File: config.mk
export PLATFORM = sky130hd
export DESIGN_NAME = vga_timing_gen
export DESIGN_NICKNAME = d
export VERILOG_FILES = /design/src/rtl/vga_timing_gen.sv
export SDC_FILE = /design/constraint.sdc
export NUM_CORES = 1
export LEC_CHECK = 0
export CORE_ASPECT_RATIO = 0.5
export CORE_MARGIN = 10
export CORE_UTILIZATION = 40
export DETAILED_ROUTE_END_ITERATION = 8
export GPL_TIMING_DRIVEN = 1
export PLACE_DENSITY = 0.69
export REMOVE_ABC_BUFFERS = 1
export SYNTH_ARGS = -nofsm -noshare
export SYNTH_HDL_FRONTEND = slang
export SYNTH_SLANG_ARGS = --single-unit
File: constraint.sdc
create_clock -name i_clk -period 2.4 [get_ports i_clk]
set_input_delay 0.48 -clock i_clk [delete_from_list [all_inputs] [get_ports i_clk]]
set_output_delay 0.48 -clock i_clk [all_outputs]
set_load 0.02 [all_outputs]
File: src/rtl/vga_timing_gen.sv
// Parametrised VGA timing generator: issue-side coordinates and markers, plus
// sync/DE/colour delayed through a tick-qualified pipeline to meet renderer colour.
module vga_timing_gen #(
  parameter int unsigned H_ACTIVE   = 640,
  parameter int unsigned H_FP       = 16,
  parameter int unsigned H_SYNC     = 96,
  parameter int unsigned H_BP       = 48,
  parameter int unsigned V_ACTIVE   = 480,
  parameter int unsigned V_FP       = 10,
  parameter int unsigned V_SYNC     = 2,
  parameter int unsigned V_BP       = 33,
  parameter int unsigned H_SYNC_POL = 0,
  parameter int unsigned V_SYNC_POL = 0,
  parameter int unsigned COLOR_BITS = 4,
  parameter int unsigned PIPE_DELAY = 1,
  localparam int unsigned H_TOTAL   = H_ACTIVE + H_FP + H_SYNC + H_BP,
  localparam int unsigned V_TOTAL   = V_ACTIVE + V_FP + V_SYNC + V_BP,
  localparam int unsigned XW        = $clog2(H_TOTAL),
  localparam int unsigned YW        = $clog2(V_TOTAL),
  localparam int unsigned CW        = 3 * COLOR_BITS
) (
  input  logic                  i_clk,
  input  logic                  i_rst_n,
  input  logic                  i_pix_en,
  input  logic [CW-1:0]         i_color,
  output logic [XW-1:0]         o_coord_x,
  output logic [YW-1:0]         o_coord_y,
  output logic                  o_active,
  output logic                  o_line_start,
  output logic                  o_frame_start,
  output logic                  o_h_sync,
  output logic                  o_v_sync,
  output logic                  o_de,
  output logic [COLOR_BITS-1:0] o_vga_r,
  output logic [COLOR_BITS-1:0] o_vga_g,
  output logic [COLOR_BITS-1:0] o_vga_b
);

  localparam logic [XW-1:0] H_LAST = XW'(H_TOTAL - 1);
  localparam logic [XW-1:0] H_VIS  = XW'(H_ACTIVE);
  localparam logic [XW-1:0] HS_BEG = XW'(H_ACTIVE + H_FP);
  localparam logic [XW-1:0] HS_END = XW'(H_ACTIVE + H_FP + H_SYNC - 1);
  localparam logic [YW-1:0] V_LAST = YW'(V_TOTAL - 1);
  localparam logic [YW-1:0] V_VIS  = YW'(V_ACTIVE);
  localparam logic [YW-1:0] VS_BEG = YW'(V_ACTIVE + V_FP);
  localparam logic [YW-1:0] VS_END = YW'(V_ACTIVE + V_FP + V_SYNC - 1);
  localparam logic          HS_ON  = 1'(H_SYNC_POL);
  localparam logic          VS_ON  = 1'(V_SYNC_POL);
  localparam int unsigned   TW     = 3;

  logic [XW-1:0] h_cnt_q, h_cnt_d;
  logic [YW-1:0] v_cnt_q, v_cnt_d;
  logic [TW-1:0] raw_c, dly_c;
  logic          de_q, de_d;
  logic          h_sync_q, h_sync_d;
  logic          v_sync_q, v_sync_d;
  logic [CW-1:0] rgb_q, rgb_d;

  // Raster counters
  always_comb begin
    h_cnt_d = h_cnt_q;
    v_cnt_d = v_cnt_q;
    if (i_pix_en) begin
      if (h_cnt_q == H_LAST) begin
        h_cnt_d = '0;
        v_cnt_d = (v_cnt_q == V_LAST) ? '0 : v_cnt_q + YW'(1);
      end else begin
        h_cnt_d = h_cnt_q + XW'(1);
      end
    end
  end

  always_ff @(posedge i_clk or negedge i_rst_n) begin
    if (!i_rst_n) begin
      h_cnt_q <= '0;
      v_cnt_q <= '0;
    end else begin
      h_cnt_q <= h_cnt_d;
      v_cnt_q <= v_cnt_d;
    end
  end

  assign o_coord_x     = h_cnt_q;
  assign o_coord_y     = v_cnt_q;
  assign o_active      = (h_cnt_q < H_VIS) && (v_cnt_q < V_VIS);
  assign o_line_start  = i_pix_en && (h_cnt_q == '0);
  assign o_frame_start = i_pix_en && (h_cnt_q == '0) && (v_cnt_q == '0);

  // Undelayed timing bits, packed {de, hs, vs}, active-high regardless of pin polarity
  assign raw_c = {o_active,
                  (h_cnt_q >= HS_BEG) && (h_cnt_q <= HS_END),
                  (v_cnt_q >= VS_BEG) && (v_cnt_q <= VS_END)};

  generate
    if (PIPE_DELAY == 0) begin : g_no_pipe
      assign dly_c = raw_c;
    end else begin : g_pipe
      logic [TW-1:0] pipe_q [PIPE_DELAY];
      logic [TW-1:0] pipe_d [PIPE_DELAY];

      always_comb begin
        for (int i = 0; i < int'(PIPE_DELAY); i++) pipe_d[i] = pipe_q[i];
        if (i_pix_en) begin
          pipe_d[0] = raw_c;
          for (int i = 1; i < int'(PIPE_DELAY); i++) pipe_d[i] = pipe_q[i-1];
        end
      end

      always_ff @(posedge i_clk or negedge i_rst_n) begin
        if (!i_rst_n) begin
          for (int i = 0; i < int'(PIPE_DELAY); i++) pipe_q[i] <= '0;
        end else begin
          for (int i = 0; i < int'(PIPE_DELAY); i++) pipe_q[i] <= pipe_d[i];
        end
      end

      assign dly_c = pipe_q[PIPE_DELAY-1];
    end
  endgenerate

  // Pin register: colour is blanked whenever the delayed DE is low
  always_comb begin
    de_d     = de_q;
    h_sync_d = h_sync_q;
    v_sync_d = v_sync_q;
    rgb_d    = rgb_q;
    if (i_pix_en) begin
      de_d     = dly_c[2];
      h_sync_d = dly_c[1] ? HS_ON : ~HS_ON;
      v_sync_d = dly_c[0] ? VS_ON : ~VS_ON;
      rgb_d    = dly_c[2] ? i_color : '0;
    end
  end

  always_ff @(posedge i_clk or negedge i_rst_n) begin
    if (!i_rst_n) begin
      de_q     <= 1'b0;
      h_sync_q <= ~HS_ON;
      v_sync_q <= ~VS_ON;
      rgb_q    <= '0;
    end else begin
      de_q     <= de_d;
      h_sync_q <= h_sync_d;
      v_sync_q <= v_sync_d;
      rgb_q    <= rgb_d;
    end
  end

  assign o_de     = de_q;
  assign o_h_sync = h_sync_q;
  assign o_v_sync = v_sync_q;
  assign o_vga_r  = rgb_q[CW-1 -: COLOR_BITS];
  assign o_vga_g  = rgb_q[2*COLOR_BITS-1 -: COLOR_BITS];
  assign o_vga_b  = rgb_q[COLOR_BITS-1:0];

endmodule
Word level (Yosys, flattened, before mapping)
Cells that the tools add are included.

$add $sub $neg: 2. $lt $le $gt $ge: 6. Equality and inequality tests: 2. Mux-type cells: 5. Reductions and logical operators: 8.

Operators with widths (number): adder 10 x 1 -> 10 bit, second input constant (2); equality test 10 bit, second input constant (2); zero test 10 bit (2); two-way mux 10 bit (2); two-way mux 12 bit (1); >= comparator 10 bit, second input constant (1); >= comparator 10 x 9 -> 1 bit, second input constant (1); less-or-equal comparator 10 bit, second input constant (1); less-or-equal comparator 10 x 9 -> 1 bit, second input constant (1); less-than comparator 10 bit, second input constant (1); less-than comparator 10 x 9 -> 1 bit, second input constant (1); logical AND 1 bit (5); two-way mux 1 bit (2); AND reduction 2 bit (1).

Register bits after elaboration: 38. Input bits: 15. Output and inout bits: 38. Word-level logic and storage cells: 30.

Logic depth before layout (Yosys ltp)
Gate-level depths: netlist of the first run.

Depth after elaboration: 3. Depth in mapped cells: 6. Gate-level depth less buffers: 6.

Worst setup path before layout of the first run
Ideal clock, no wire load.

Path type: reg-to-output. Start: register h_cnt_q[5] (netlist: o_coord_x[5]). End: output o_frame_start. Arrival: 1549 ps. Required time: 1920 ps. Path slack: 371 ps. Stages on the path, launching flop included: 5. Buffers on the path: 0. Path through: dfrtp_1 > or2_2 > nor3_1 > and3_1 > and4_1.

Cells in the longest elaborated chain, start to end: 3.

RTL lines: from (decl) (line 51) `logic [XW-1:0] h_cnt_q, h_cnt_d;`; from (signal assigned) (line 78) `h_cnt_q <= h_cnt_d;`; zero test 10 bit; logical AND 1 bit; net o_line_start (line 29) `output logic o_line_start,`; logical AND 1 bit (line 87) `assign o_frame_start = i_pix_en && (h_cnt_q == '0) && (v_cnt_q == '0);`; to (decl) (line 30) `output logic o_frame_start,`.

The timed path passes the listed nets, and every way through them passes these cells.

Final worst setup path of the first run
Start: input i_pix_en. End: output o_line_start.

Cells in the longest elaborated chain, start to end: 1.

RTL lines: from (decl) (line 24) `input logic i_pix_en,`; logical AND 1 bit (line 86) `assign o_line_start = i_pix_en && (h_cnt_q == '0);`; to (decl) (line 29).

No other way between the ends.

==> results, run 1 <==
- The highest ir drop seen on vdd is 472.6 uV.
- The number of violations of the max-capacitance limit is 0.
- The category of the critical setup timing path is in2out.
- The master of the slowest instance on the critical path is clkdlybuf4s50_1.
- Dividing the detail-routed via count by the number of cells gives 5.127.
- For this run, the register share of the synthesized area comes to 52.16%.
- The average size of a mapped cell is 9.881 um^2.
- The final design instance area without fill is 2555 um^2.
- The hold-fix buffer count after cts is 0.
- The category of the worst setup path capture point is an output pin.
- The instance area at placement is 2466 um^2.
- CTS built an H-tree with a depth of 2.
- Dividing the detail-routed wire length by the instance count gives 15.11 um.
- The number of global-route vias before repair was 1,601.
- The remaining max-slew budget at the tightest pin is 44.62%.
- The number of design-rule violations left by the first detailed-router iteration is 76.
- The clock period could shrink to 2275 ps.
- The number of cell instances on the worst register-to-register path is 5.
- The capturing point of the worst reg2reg path is o_coord_y[7]$_DFFE_PN0P_.
- The count of synthesis-stage warnings from yosys is 0.
- The min-delay analysis places its worst path in the category in2async.
- Entering global routing, the biggest net connects 39 pins.
- The number of top-level pins is 53.
- The standby leakage power is 0.001134 uW.
- The top cell type by area accounts for 49.28% of the synthesized area.
- The number of buffers inserted by port buffering is 52.
- The clock arrives with 9.525 ps of skew.
- The root buffer cell is clkbuf_8.
- The initial utilization of the core area, before any placement, comes to 41.52%.
- The worst register-to-register path begins at o_coord_x[6]$_DFFE_PN0P_.
- The data arrival time of the critical path is 1790 ps.
- After clock tree synthesis, the clock-pin slew on the worst setup and hold paths is 70 ps.
- Counting the buffers created by CTS gives 5.
- The net count of the finished layout is 267.
- In the post-synthesis netlist, the biggest area contributors are dfrtp_1 49%, nand3_1 6.6%, o21ai_0 5.2%.
- The cell count after synthesis came out at 185.
- The insertion delay of the later-clocked pin in the worst-skew pair is 300 ps.
- The critical path goes through clkdlybuf4s50_1 > nor2b_1 > and3_1 > buf_4 > clkdlybuf4s15_1.
- The library cell occupying the most area in the post-synthesis netlist is dfrtp_1.
- The fraction of layout instances using a drive strength above 1 is 13.25%.
- Yosys instantiated no cell more often than dfrtp_1.
- The power per unit of standard cell area is 632.3 nW/um^2.
- At the end of routability-driven placement, the weighted congestion stood at 0.7891.
- The initial antenna violation count is 0.
- The maximum clock frequency is 0.4396 GHz.
- Setup violations remaining at the end of the flow were counted as 0.
- In this run the worst path has a maximum fanout of 2.
- The number of filler cells placed in the layout is 404.
- The most used flip-flop cell after synthesis is dfrtp_1.
- The area growth from synthesis to layout is 39.77%.
- The number of distinct library cells after synthesis is 38.
- The total grt overflow is 0.
- The HPWL reported at the end of detailed placement is 3.424 mm.
- Data on the critical path is required at its endpoint by 1920 ps.
- 0 antenna diodes ended up in the layout.
- The count of state elements after synthesis is 38.
- For the final routed database, the setup TNS stands at 0 ps.
- For the pin with the worst max-slew slack, the measured transition is 830.7 ps.
- The flow ran to the end, and the final reports show no timing, DRC or antenna violations.
- The area of the die is 7838 um^2.
- The total power of the final layout is 1616 uW.
- The number of endpoints with negative hold slack in the final report is 0.
- By count the netlist is led by 36 x dfrtp_1, 24 x nand3_1, 21 x inv_1.
- Setup repair after global routing left no endpoint under its margin.
- The die is 115.6 um wide.
- Counting flops with an async set or reset pin after synthesis yields a share of 100.0%.
- The total via count after detailed routing is 1,569.
- The remaining antenna violation count is 0.
- The sink count of the clock tree is 38.
- The clock tree from TritonCTS is done.
- After layout, the worst path uses 94.79% of the clock period.
- The launching element type of the critical path is a primary input.
- The vertical die dimension is 67.80 um.
- The detailed-route wire length is 4.625 mm.
- The maximum clock path buffer count is 2.
- The total area inside the core boundary comes to 4403 um^2.
- The cell area that synthesis handed to floorplanning was 1828 um^2.
- After floorplanning, the core was divided into 17 placement rows.
- The first global-routing pass estimated 7.583 mm of wire.
- The first-pass iteration count of the detailed router is 4.
- The total count of max-transition violations in the final report is 0.
- The number of flops mapped to enable cells by yosys is 0.
- Setup slack on the worst reg-to-reg path comes out at 410 ps.
- The longest individual stage delay on the worst path is 530 ps.
- The number of remaining DRC errors is 0.
- The overall routing resource usage is 12.24%.
-- routing by layer --
layer | global-route usage (%) | part of all wire, % | vias to the layer above
met1 | 13.34 | 43 | 756
met5 | 0 | 0 | -
li1 | - | - | 767
met2 | 21.33 | 48 | 36
met4 | 5.643 | 1.7 | 0
met3 | 4.509 | 7.4 | 10
-- through the flow --
stage	hold slack (ps)	std cells	setup slack (ps)	util, %
after floorplan	184.4	179	371.0	-
after global placement	489.8	298	-242.4	56.01
after detailed placement	495.4	298	-253.3	56.01
after CTS	311.1	306	2.599	58.08
after global routing	348.1	306	11.50	58.03
final	278.2	306	125.2	58.03
-- registers in the layout, indices dropped and copies added (netlist names) --
register and flops:
o_v_sync 1, rgb_q 12, o_de 1, o_h_sync 1, dly_c 3, o_coord_y 10, o_coord_x 10
-- report_power, final --
part	switching, uW	internal, uW	leakage (uW)
sequential	34.9	683	0.000488
combinational	229	206	0.000598
clock	232	231	0.0000472
total	495	1120	0.00113
-- placed cells by master, fill, tap and decap left out, drive strengths merged, types with 2 or more instances in the layout --
master | Yosys | final
clkbuf | 4 | 7
nor2b | 2 | 2
o311ai | 2 | 2
nand4 | 6 | 6
or3 | 2 | 2
and4 | 4 | 4
and3 | 3 | 3
xor2 | 4 | 4
nor3 | 3 | 3
nor2 | 8 | 8
nand2 | 11 | 11
buf | 2 | 11
xnor2 | 6 | 6
dfstp | 2 | 2
dfrtp | 36 | 36
nor4 | 2 | 2
inv | 21 | 21
nand3 | 24 | 24
or2 | 2 | 2
o21ai | 19 | 19
ha | 4 | 4
a21oi | 3 | 3
mux2 | 4 | 4
clkdlybuf4s50 | 0 | 48
-- critical path: cells and delay by family --
kind          cells  cell delay [ps]
simple gates      2              380
buf+inv           3              930
-- cell families after synthesis --
kind of cell	after synthesis	share of synthesized area, %
multiplexers	5	3.011
AO/OA/AOI/OAI	29	8.967
XOR/XNOR	10	4.791
adder cells (fa/ha/maj)	4	2.738
AND/OR/NAND/NOR	72	22.73
flip-flops	38	52.16
buffers and inverters	27	5.612
-- worst max path at each step --
stage          slack [ps]                startpoint                        to  depth (start not counted)
2_1_floorplan         370  o_coord_x[5]$_DFFE_PN0P_             o_frame_start                          4
3_3_place_gp         -240                  i_pix_en             o_frame_start                          5
3_5_place_dp         -250                  i_pix_en             o_frame_start                          5
4_1_cts                 3                  i_pix_en             o_frame_start                          5
5_1_grt                10                  i_pix_en  o_coord_y[7]$_DFFE_PN0P_                          6
6_report              130                  i_pix_en              o_line_start                          5
-- area by class of cell --
type                       count  area (um^2)  share of cell area, %
clock inverter                 2        12.51                 0.4897
sequential                    38        953.4                  37.32
clock buffer                   6        82.58                  3.232
timing repair buffer          62        584.3                  22.87
multi-input combinational    120        772.0                  30.22
tap                           57        71.32                  2.791
inverter                      21        78.83                  3.085
-- what timing repair did --
action / in CTS / in global routing
setup endpoints to repair: 3 / 2
pin swaps: 0 / 0
resized for setup: 3 / 3
setup buffers: 0 / 0
gates cloned: 0 / 0
Note: power is estimated with default switching activity, not from simulation.
==> run 2, diff against run 1 <==
--- a/config.mk
+++ b/config.mk
@@ -5,12 +5,15 @@
 export SDC_FILE = /design/constraint.sdc
 export NUM_CORES = 1
 export LEC_CHECK = 0
+export CELL_PAD_IN_SITES_DETAIL_PLACEMENT = 0
+export CELL_PAD_IN_SITES_GLOBAL_PLACEMENT = 1
 export CORE_ASPECT_RATIO = 0.5
 export CORE_MARGIN = 10
 export CORE_UTILIZATION = 40
 export DETAILED_ROUTE_END_ITERATION = 8
+export DONT_BUFFER_PORTS = 1
 export GPL_TIMING_DRIVEN = 1
-export PLACE_DENSITY = 0.69
+export PLACE_DENSITY_LB_ADDON = 0.1
 export REMOVE_ABC_BUFFERS = 1
 export SYNTH_ARGS = -nofsm -noshare
 export SYNTH_HDL_FRONTEND = slang
==> constraint.sdc (replaced) <==
create_clock -name i_clk -period 2.9 [get_ports i_clk]
set_input_delay 0.58 -clock i_clk [delete_from_list [all_inputs] [get_ports i_clk]]
set_output_delay 0.58 -clock i_clk [all_outputs]
set_load 0.02 [all_outputs]
==> results, run 2 (synthesis results as in run 1) <==
- Outcome: completed (unchanged).
- The uppermost signal routing layer after detailed routing is met4 (unchanged).
- The net load switching power is 369.4 uW (was 495.4 uW).
- The share of total power consumed by net switching was 31.02% (was 30.66%).
- The clock network fraction of design power is 31.1% (was 28.6%).
- The hold slack was 123.1 ps (was 278.2 ps).
- The remaining antenna violation count was 0 (unchanged).
- Cell Chain, Critical Path: or2_2 > nor3_1 > and3_1 > and4_1 (was clkdlybuf4s50_1 > nor2b_1 > and3_1 > buf_4 > clkdlybuf4s15_1).
- The total power of the final layout is 1191 uW (was 1616 uW).
- The total count of max-transition violations in the final report is 0 (unchanged).
- Setup repair after global routing missed its margin: false (unchanged).
- The data arrival time of the critical path came to 2040 ps (was 1790 ps).
- The net count of the finished layout was 206 (was 267).
- The fraction of layout instances using a drive strength above 1 came to 11.17% (was 13.25%).
- The required time at the endpoint of the critical path was 2320 ps (was 1920 ps).
- The number of flip-flops in the largest register is 12 (unchanged).
- The wire length on met1 came to 2.055 mm (was 2.003 mm).
- The clock tree from TritonCTS is done (unchanged).
- The maximum number of pins on one net before global-route repair is 40 (was 39).
- The number of design-rule violations left by the first detailed-router iteration is 76 (unchanged).
- The overall routing resource usage is 11.42% (was 12.24%).
- The wire length on met3 is 463 um (was 342 um).
- The HPWL reported at the end of detailed placement came to 3.027 mm (was 3.424 mm).
- The final routed wire length divided by cell count is 18.07 um (was 15.11 um).
- The number of buffers inserted by port buffering was 0 (was 52).
- The die span in x is 115.6 um (unchanged).
- The number of remaining DRC errors was 0 (unchanged).
- The routability congestion estimate from global placement is 0.7426 (was 0.7891).
- The root buffer cell is clkbuf_8 (unchanged).
- The master of the slowest instance on the critical path is dfrtp_1 (was clkdlybuf4s50_1).
- The combinational share of power is 11.9% (was 26.9%).
- The power per unit of standard cell area is 599.5 nW/um^2 (was 632.3 nW/um^2).
- The launching element type of the critical path is a flip-flop (was primary input).
- The category of the critical setup timing path is reg2out (was in2out).
- The number of inserted diodes is 0 (unchanged).
- The sum of met2 wire segment lengths after detailed routing is 1.896 mm (was 2.200 mm).
- The number of endpoints with negative hold slack in the final report is 0 (unchanged).
- The count of buffer and inverter cells on the critical path is 0 (was 3).
- The biggest fanout along the worst timing path is 7 (was 2).
- The final sum of negative setup slack is 0 ps (unchanged).
- The post-layout worst setup margin is 284.1 ps (was 125.2 ps).
- The vertical die dimension came to 67.80 um (unchanged).
- The highest ir drop seen on vdd is 198.4 uV (was 472.6 uV).
- The remaining max-slew budget at the tightest pin was 64.87% (was 44.62%).
- The post-route non-filler standard cell count came to 245 (was 306).
- The area of the die is 7838 um^2 (unchanged).
- The worst setup timing slack at the placement stage is 593.5 ps (was -253.3 ps).
- The detailed-route wire length is 4.428 mm (was 4.625 mm).
- The maximum clock frequency is 0.3823 GHz.
- The maximum clock path buffer count came to 2 (unchanged).
- For the finished layout, the period the worst path requires is 2616 ps.
- The initial antenna violation count is 0 (unchanged).
- The worst min-delay path class is in2async (unchanged).
- The number of H-tree levels came to 2 (unchanged).
- The total via count after detailed routing is 1,326 (was 1,569).
- Most used cells in the layout excluding fill and tap cells: 36 x dfrtp_1, 24 x nand3_1, 21 x inv_1 (was 48 x clkdlybuf4s50_1, 36 x dfrtp_1, 24 x nand3_1).
- The internal portion of total power is 821.7 uW (was 1120 uW).
- The category of the worst setup path capture point is an output pin (unchanged).
- The critical register-to-register path startpoint is o_coord_x[1]$_DFFE_PN0P_ (was o_coord_x[6]$_DFFE_PN0P_).
- The row count came to 17 (unchanged).
- The final cycle utilization of the critical path is 90.20%.
- The routed via count divided by cell count was 5.412 (was 5.127).
- The sink count of the clock tree is 38 (unchanged).
- The clock buffer count from CTS came to 5 (unchanged).
- The cell total after placement came to 236 (was 298).
- The slew at the pin with the worst max-slew slack is 525.0 ps (was 830.7 ps).
- The first-pass GRT wire length is 6.913 mm (was 7.583 mm).
- The post-CTS clock slew at the launch and capture registers of the worst setup and hold paths was 70 ps (about the same).
- The family with the most delay on the worst path is simple AND/OR/NAND/NOR gates (was buffers and inverters).
- The area growth from synthesis to layout is 8.693% (was 39.77%).
- The total grt overflow is 0 (unchanged).
- The worst clock skew on the final layout is 5.576 ps (was 9.525 ps).
- The effective utilization at floorplan is 41.52% (unchanged).
- The floorplan core area came to 4403 um^2 (unchanged).
- The number of filler cells placed in the layout is 437 (was 404).
- The number of violations of the max-capacitance limit is 0 (unchanged).
- The most flop-heavy register is rgb_q (unchanged).
- The insertion delay of the later-clocked pin in the worst-skew pair was 280 ps (was 300 ps).
- The first-pass iteration count of the detailed router is 4 (unchanged).
- The commonest non-fill, non-tap cell in the layout is dfrtp_1 (was clkdlybuf4s50_1).
- The number of top-level pins is 53 (unchanged).
- The number of global-route vias before repair is 1,244 (was 1,601).
- The count of cell instances traversed by the critical path is 4 (was 5).
- The final setup violation count was 0 (unchanged).
- The start point of the critical path was o_coord_x[5]$_DFFE_PN0P_ (was i_pix_en).
- The longest individual stage delay on the worst path came to 510 ps (was 530 ps).
- The part of the total power dissipated in sequential elements is 57.0% (was 44.4%).
- The number of cell instances on the worst register-to-register path is 5 (unchanged).
- The post-CTS setup repair buffer count is 0 (unchanged).
- The standby leakage power is 0.0008927 uW (was 0.001134 uW).
run 2: what timing repair did:
action,4_1_cts,5_1_grt
endpoints found under the hold margin,36,0
resized for setup,0,0
hold buffers,1,0
run 2: worst reg2reg max path, cell delays in order (launching register included):
cell     delay, ps
dfrtp_1        500
ha_1           250
nand4_1        380
nor4_4         580
and4_1         270
xor2_1         140
run 2: cell type report:
type	count	area, um^2	share of cell area, %
clock buffer	7	86.33	4.345
clock inverter	1	5.005	0.2519
inverter	21	78.83	3.967
multi-input combinational	120	772.0	38.85
sequential	38	953.4	47.98
tap	57	71.32	3.589
timing repair buffer	1	20.02	1.008
run 2: metal layers:
| metal | vias up | track usage [%] |
|---|---|---|
| met3 | 2 | 5.659 |
| met5 | - | 0 |
| met1 | 635 | 14.94 |
| li1 | 644 | - |
| met4 | 0 | 2.978 |
| met2 | 45 | 16.37 |
run 2: final timing paths:
check / slack [ps] / to
worst min register to register: 530 / dly_c[0]$_DFFE_PN0P_
worst max-delay path: 280 / o_frame_start
worst min-delay path: 120 / o_coord_y[4]$_DFFE_PN0P_
min in group i_clk: 400 / o_coord_x[0]$_DFFE_PN0P_
max in group asynchronous: 2580 / o_coord_x[2]$_DFFE_PN0P_
worst max register to register: 710 / o_coord_y[7]$_DFFE_PN0P_
run 2: power by group through the flow:
stage	clock network, uW	registers (uW)	logic, uW
5_1_grt	404	690	159
2_1_floorplan	0	669	108
4_1_cts	386	680	143
3_5_place_dp	0	691	129
3_3_place_gp	0	689	130
6_report	370	679	142
run 2: stage by stage:
| step | instance area (um^2) | util [%] |
|---|---|---|
| finish | 1987 | 45.13 |
| global route | 1987 | 45.13 |
| CTS | 1987 | 45.13 |
| detailed placement | 1876 | 42.60 |
| global placement | 1876 | 42.60 |
| floorplan | 1804 | - |
==> run 3, diff against run 2 <==
--- a/config.mk
+++ b/config.mk
@@ -5,6 +5,7 @@
 export SDC_FILE = /design/constraint.sdc
 export NUM_CORES = 1
 export LEC_CHECK = 0
+export CAP_MARGIN = 20
 export CELL_PAD_IN_SITES_DETAIL_PLACEMENT = 0
 export CELL_PAD_IN_SITES_GLOBAL_PLACEMENT = 1
 export CORE_ASPECT_RATIO = 0.5
==> results of run 3 <==
Same layout as run 2: the final DEF is identical, and so are final timing and power.
